**config.mk**
```make
export PLATFORM = sky130hd
export DESIGN_NAME = axis_sa_dw_flat
export DESIGN_NICKNAME = d
export VERILOG_FILES = /design/src/rtl/axis_sa_dw_if.sv /design/src/rtl/axis_sa_dw.sv /design/src/flat_wrapper.sv
export SDC_FILE = /design/constraint.sdc
export NUM_CORES = 1
export LEC_CHECK = 0
export BUFFER_PORTS_ARGS = -buffer_cell sky130_fd_sc_hd__clkbuf_2
export CAP_MARGIN = 40
export CORE_MARGIN = 2
export CORE_UTILIZATION = 41
export DETAILED_ROUTE_END_ITERATION = 12
export PLACE_DENSITY = 0.65
export SLEW_MARGIN = 20
export SYNTH_ARGS = -nofsm -noshare
export SYNTH_HDL_FRONTEND = slang
export SYNTH_SLANG_ARGS = --single-unit
export TNS_END_PERCENT = 20
```
**constraint.sdc**
```tcl
create_clock -name clk -period 5.54 [get_ports clk]
set_input_delay 0.554 -clock clk [delete_from_list [all_inputs] [get_ports clk]]
set_output_delay 0.554 -clock clk [all_outputs]
set_load 0.01 [all_outputs]
```
**src/rtl/axis_sa_dw_if.sv**
```systemverilog
// Stream bundle for axis_sa_dw: one valid/ready/last/data channel of LANES x WY bits.
// The block uses one instance per side (R lanes in, M lanes out).
interface axis_sa_dw_if #(
  parameter int LANES = 4,
  parameter int WY    = 16
);
  logic                  valid;
  logic                  ready;
  logic                  last;
  logic [LANES*WY-1:0]   data;

  modport master (output valid, output last, output data, input ready);
  modport slave  (input valid, input last, input data, output ready);
endinterface

```
**src/rtl/axis_sa_dw.sv**
```systemverilog
// Width downconverter: splits each R-lane beat into N = R/M sub-beats of M lanes.
// Optional macro AXIS_SA_DW_RELU_EN clamps negative output lanes to zero.
module axis_sa_dw #(
  parameter int R  = 4,
  parameter int WY = 16,
  parameter int M  = 2
) (
  input  logic         clk,
  input  logic         rst,
  axis_sa_dw_if.slave  s,
  axis_sa_dw_if.master m
);
  // R must be an integer multiple of M.
  localparam int N  = R / M;
  localparam int CW = (N > 1) ? $clog2(N) : 1;
  localparam logic [CW-1:0] CNT_LAST = CW'(N - 1);

  typedef enum logic {EMPTY = 1'b0, HOLD = 1'b1} state_t;

  state_t            state_reg, state_next;
  logic [CW-1:0]     cnt_reg, cnt_next;
  logic [R*WY-1:0]   data_reg;
  logic              last_reg;
  logic              load;
  logic              full;
  logic              last_sub;
  logic              s_ready_int;
  logic              in_hs;
  logic              out_hs;
  logic [M*WY-1:0]   sub_sel;
  logic [M*WY-1:0]   out_data;

  assign full        = (state_reg == HOLD);
  assign last_sub    = (cnt_reg == CNT_LAST);
  // Refill is allowed in the same cycle the final sub-beat leaves.
  assign s_ready_int = !full || (last_sub && m.ready);
  assign in_hs       = s.valid && s_ready_int;
  assign out_hs      = full && m.ready;

  assign s.ready = s_ready_int;
  assign m.valid = full;
  assign m.last  = full && last_reg && last_sub;
  assign m.data  = out_data;

  always_ff @(posedge clk or posedge rst) begin
    if (rst) begin
      state_reg <= EMPTY;
      cnt_reg   <= '0;
    end else begin
      state_reg <= state_next;
      cnt_reg   <= cnt_next;
    end
  end

  always_comb begin
    state_next = state_reg;
    cnt_next   = cnt_reg;
    load       = 1'b0;
    case (state_reg)
      EMPTY: begin
        if (in_hs) begin
          state_next = HOLD;
          cnt_next   = '0;
          load       = 1'b1;
        end
      end
      HOLD: begin
        if (out_hs) begin
          if (!last_sub) begin
            cnt_next = cnt_reg + CW'(1);
          end else if (in_hs) begin
            cnt_next = '0;
            load     = 1'b1;
          end else begin
            state_next = EMPTY;
            cnt_next   = '0;
          end
        end
      end
      default: begin
        state_next = EMPTY;
        cnt_next   = '0;
      end
    endcase
  end

  always_ff @(posedge clk or posedge rst) begin
    if (rst) begin
      data_reg <= '0;
      last_reg <= 1'b0;
    end else if (load) begin
      data_reg <= s.data;
      last_reg <= s.last;
    end
  end

  // Sub-beat select as an AND-OR mux, one term per sub-beat position.
  logic [M*WY-1:0] sub_or [N];

  genvar gi;
  generate
    for (gi = 0; gi < N; gi = gi + 1) begin : g_sub
      logic [M*WY-1:0] masked;
      assign masked = (cnt_reg == CW'(gi)) ? data_reg[gi*M*WY +: M*WY] : '0;
      if (gi == 0) begin : g_first
        assign sub_or[gi] = masked;
      end else begin : g_rest
        assign sub_or[gi] = sub_or[gi-1] | masked;
      end
    end
  endgenerate

  assign sub_sel = sub_or[N-1];

  generate
    for (gi = 0; gi < M; gi = gi + 1) begin : g_lane
`ifdef AXIS_SA_DW_RELU_EN
      logic [WY-1:0] lane;
      assign lane = sub_sel[gi*WY +: WY];
      assign out_data[gi*WY +: WY] = lane[WY-1] ? '0 : lane;
`else
      assign out_data[gi*WY +: WY] = sub_sel[gi*WY +: WY];
`endif
    end
  endgenerate

endmodule

```
**src/flat_wrapper.sv**
```systemverilog
// flat-port wrapper written by rule: the top's interface ports become plain ports
module axis_sa_dw_flat 
#(
  parameter int R  = 4,
  parameter int WY = 16,
  parameter int M  = 2
)
  (clk, rst, s_valid, s_last, s_data, s_ready, m_valid, m_last, m_data, m_ready);
  axis_sa_dw_if #(.LANES(R), .WY(WY)) s_i ();
  axis_sa_dw_if #(.LANES(M), .WY(WY)) m_i ();
  input  logic clk;
  input  logic rst;
  input wire logic [$bits(s_i.valid)-1:0] s_valid;
  input wire logic [$bits(s_i.last)-1:0] s_last;
  input wire logic [$bits(s_i.data)-1:0] s_data;
  output wire logic [$bits(s_i.ready)-1:0] s_ready;
  output wire logic [$bits(m_i.valid)-1:0] m_valid;
  output wire logic [$bits(m_i.last)-1:0] m_last;
  output wire logic [$bits(m_i.data)-1:0] m_data;
  input wire logic [$bits(m_i.ready)-1:0] m_ready;
  assign s_i.valid = s_valid;
  assign s_i.last = s_last;
  assign s_i.data = s_data;
  assign s_ready = s_i.ready;
  assign m_valid = m_i.valid;
  assign m_last = m_i.last;
  assign m_data = m_i.data;
  assign m_i.ready = m_ready;
  axis_sa_dw #(.R(R), .WY(WY), .M(M)) u_core (.clk(clk), .rst(rst), .s(s_i), .m(m_i));
endmodule
```
==> impl_results.md <==
* Status: finished, final reports clean
* Post-cts hold buffer count at 0
* Cell variety after synth at 18
* Worst slack, placed at 2.52 ns
* Initial DRT Pass Iterations at 4
* Clock Sink Count at between 60 and 70
* H-tree levels at 3
* Layout net count at 527
* Warnings, synthesis at 0
* Initial Util at 42.3%
* Slowest-stage cell, CP: nor2b_4
* Number of antenna violations at the first check in global routing at 0
* WS Path Type: input pin to flip-flop
* Cell Pwr Density at between 300 and 400 mW/mm^2
* Area after DPL at ~0.0043 mm^2
* Max Fclk at 374 MHz
* Worst-path cell chain: clkbuf_2 > buf_4 > nor2b_4 > buf_4 > o32ai_1
* R2R Path End: u_core.data_reg[6]
* Setup TNS at 0 ns
* Register area share after synthesis at 45.4%
* Design area at ~0.0044 mm^2
* Vias post-DR at ~2900
* DR iter-0 viols at roughly 90
* Final WS setup at 2.86 ns
* Synth Net Count at 441
* I/O Buffers at 103
* Synth area leaders: dfrtp_1, o32ai_2, nand2_1
* Wirelength per Cell at 14.6 um
* Root Driver: clkbuf_8
* CP arrival at 2.86 ns
* Peak VDD IR at 143 uV
* Most frequent cells in the layout: clkbuf_2, nand2_1, inv_1, dfrtp_1, o32ai_2
* CTS buffer count at 9
* Max-cap viol count at 0
* Final Core Density at 50.8%
* Post-Syn Area per Cell at approximately 10 um^2
* Crit start category: input pin
* Routed Wire Length at between 8 and 9 mm
* Die W at between 90 and 100 um
* Area of the multi-input gates at 0.00155 mm^2
* Via/cell ratio at 5.07
* Met3 wire length at 550 um
* Most used cell along the critical path: buf_4
* Leak at between 2 and 2.5 nW
* Hold Crit Class: input pin to asynchronous set/reset pin
* Slew headroom at 45.6%
* RSZ-0062 raised after global routing: no
* Final Critical Period at 2.68 ns
* First-pass GRT wire length at 13.7 mm
* Met2 Wirelength at 3.97 mm
* Crit Path Max Fanout at 69
* Post-CTS Setup Inserts at 0
* Final period utilization at 48.3%
* Final slew viol count at 0
* RD Place Congestion at 0.760
* Number of remaining DRC errors at 0
* Pin slew with the least headroom to its limit at around 0.8 ns
* Mapped Area at 0.00369 mm^2
* Bufs on Longest Clock Path at 2
* Vias in the first global route at 2819
* R2R cell count at 4
* Core Region at 0.00872 mm^2
* Commonest non-fill, non-tap cell in the layout: clkbuf_2
* Critical Path Sink Type: flip-flop
* Clock transition at the registers of the reported paths at ~0.07 ns
* Share of the synthesized area in the top cell type at 45.4%
* Top Ports at 104
* TritonCTS clock tree: yes
* Yosys reg bits at 67
* Required @ worst endpoint at 5.73 ns
* Final hold vios at 0
* Most area-hungry cell type in the Yosys netlist: dfrtp_1
* Cts repair resizes at 0
* Clk_lat worst skew at 0.34 ns
* FP Rows at 34
* Share of layout cells above drive strength 1 at 39.1%
* DRT met1 WL at 3.75 mm
* Reg-to-Reg Start: u_core.cnt_reg
* Area Overhead vs Synth at 20.0%
* Max reg flops at 64
* Die Y at 98.9 um
* HPWL Detailed at between 5 and 6 mm
* Total grt overflow at 0
* Final ANT Viol Nets at 0
* Largest net degree at the start of global routing at 70
* Final Skew at 0.0136 ns
* Syn Inst Count at 372
* Overall routing resource usage at between 10% and 20%
* Top sig layer: met4
* Fillers at around 850
* Setup violations, final at 0
* CP max stage delay at approximately 0.81 ns
* R2R setup slack at 3.37 ns
* Register area at between 0.0015 and 0.002 mm^2
* DIE AREA at 0.00978 mm^2
* Antenna Cells at 0
[metal layers]
layer	GRT usage, %	vias up
li1	-	1427
met1	23.5	1375
met2	27.3	85
met3	5.53	7
met4	4.32	0
met5	0	-
[stage by stage]
stage,instances,hold slack [ns],power (mW)
CTS,571,0.255,1.75
global placement,551,0.534,1.34
detailed placement,555,0.541,1.38
global route,571,0.274,1.84
finish,571,0.248,1.73
floorplan,372,0.518,1.18
[power breakdown]
group          switching [mW]  total, mW  internal [mW]
combinational           0.338      0.657          0.319
clock                   0.177      0.363          0.186
sequential             0.0725      0.709          0.636
total                   0.587       1.73           1.14
[cell usage after synthesis]
master / instances
a21boi_2: 1
and3_1: 1
and3_4: 1
buf_2: 8
buf_4: 6
buf_6: 6
clkbuf_1: 12
clkbuf_4: 4
dfrtp_1: 67
inv_1: 67
mux2_2: 1
mux2i_1: 1
nand2_1: 98
nor2b_1: 1
o21ai_0: 32
o32ai_1: 15
o32ai_2: 50
or2_2: 1
[logic make-up after synthesis]
family,share of synthesized area [%]
buffers and inverters,13.0
and+or+nand+nor,10.8
AOI/OAI and AO/OA,30.2
DFF,45.4
muxes,0.576
[area by class of cell]
type                            instances  area share [%]
Clock buffer                           14            3.67
Clock inverter                          2           0.226
Inverter                               67            5.68
Multi-Input combinational cell        202            35.0
Sequential cell                        67            37.9
Tap cell                              108            3.05
Timing Repair Buffer                  111            14.5
[critical path: cells and delay by family]
kind | cells | cell delay (ns)
buffers and inverters | 3 | 1.23
AND/OR/NAND/NOR | 1 | 0.81
AO/OA/AOI/OAI | 1 | 0.18
[worst max-delay path by stage]
stage	start	to	depth (start not counted)	slack, ns
6_report	s_valid	u_core.data_reg[57]	5	2.86
3_5_place_dp	s_valid	u_core.data_reg[55]	5	2.52
4_1_cts	s_valid	u_core.data_reg[57]	5	2.87
5_1_grt	s_valid	u_core.data_reg[57]	5	2.72
2_1_floorplan	rst	u_core.cnt_reg	1	3.30
3_3_place_gp	s_valid	u_core.data_reg[57]	5	2.56
No activity file was read; power rests on OpenSTA's default activity.
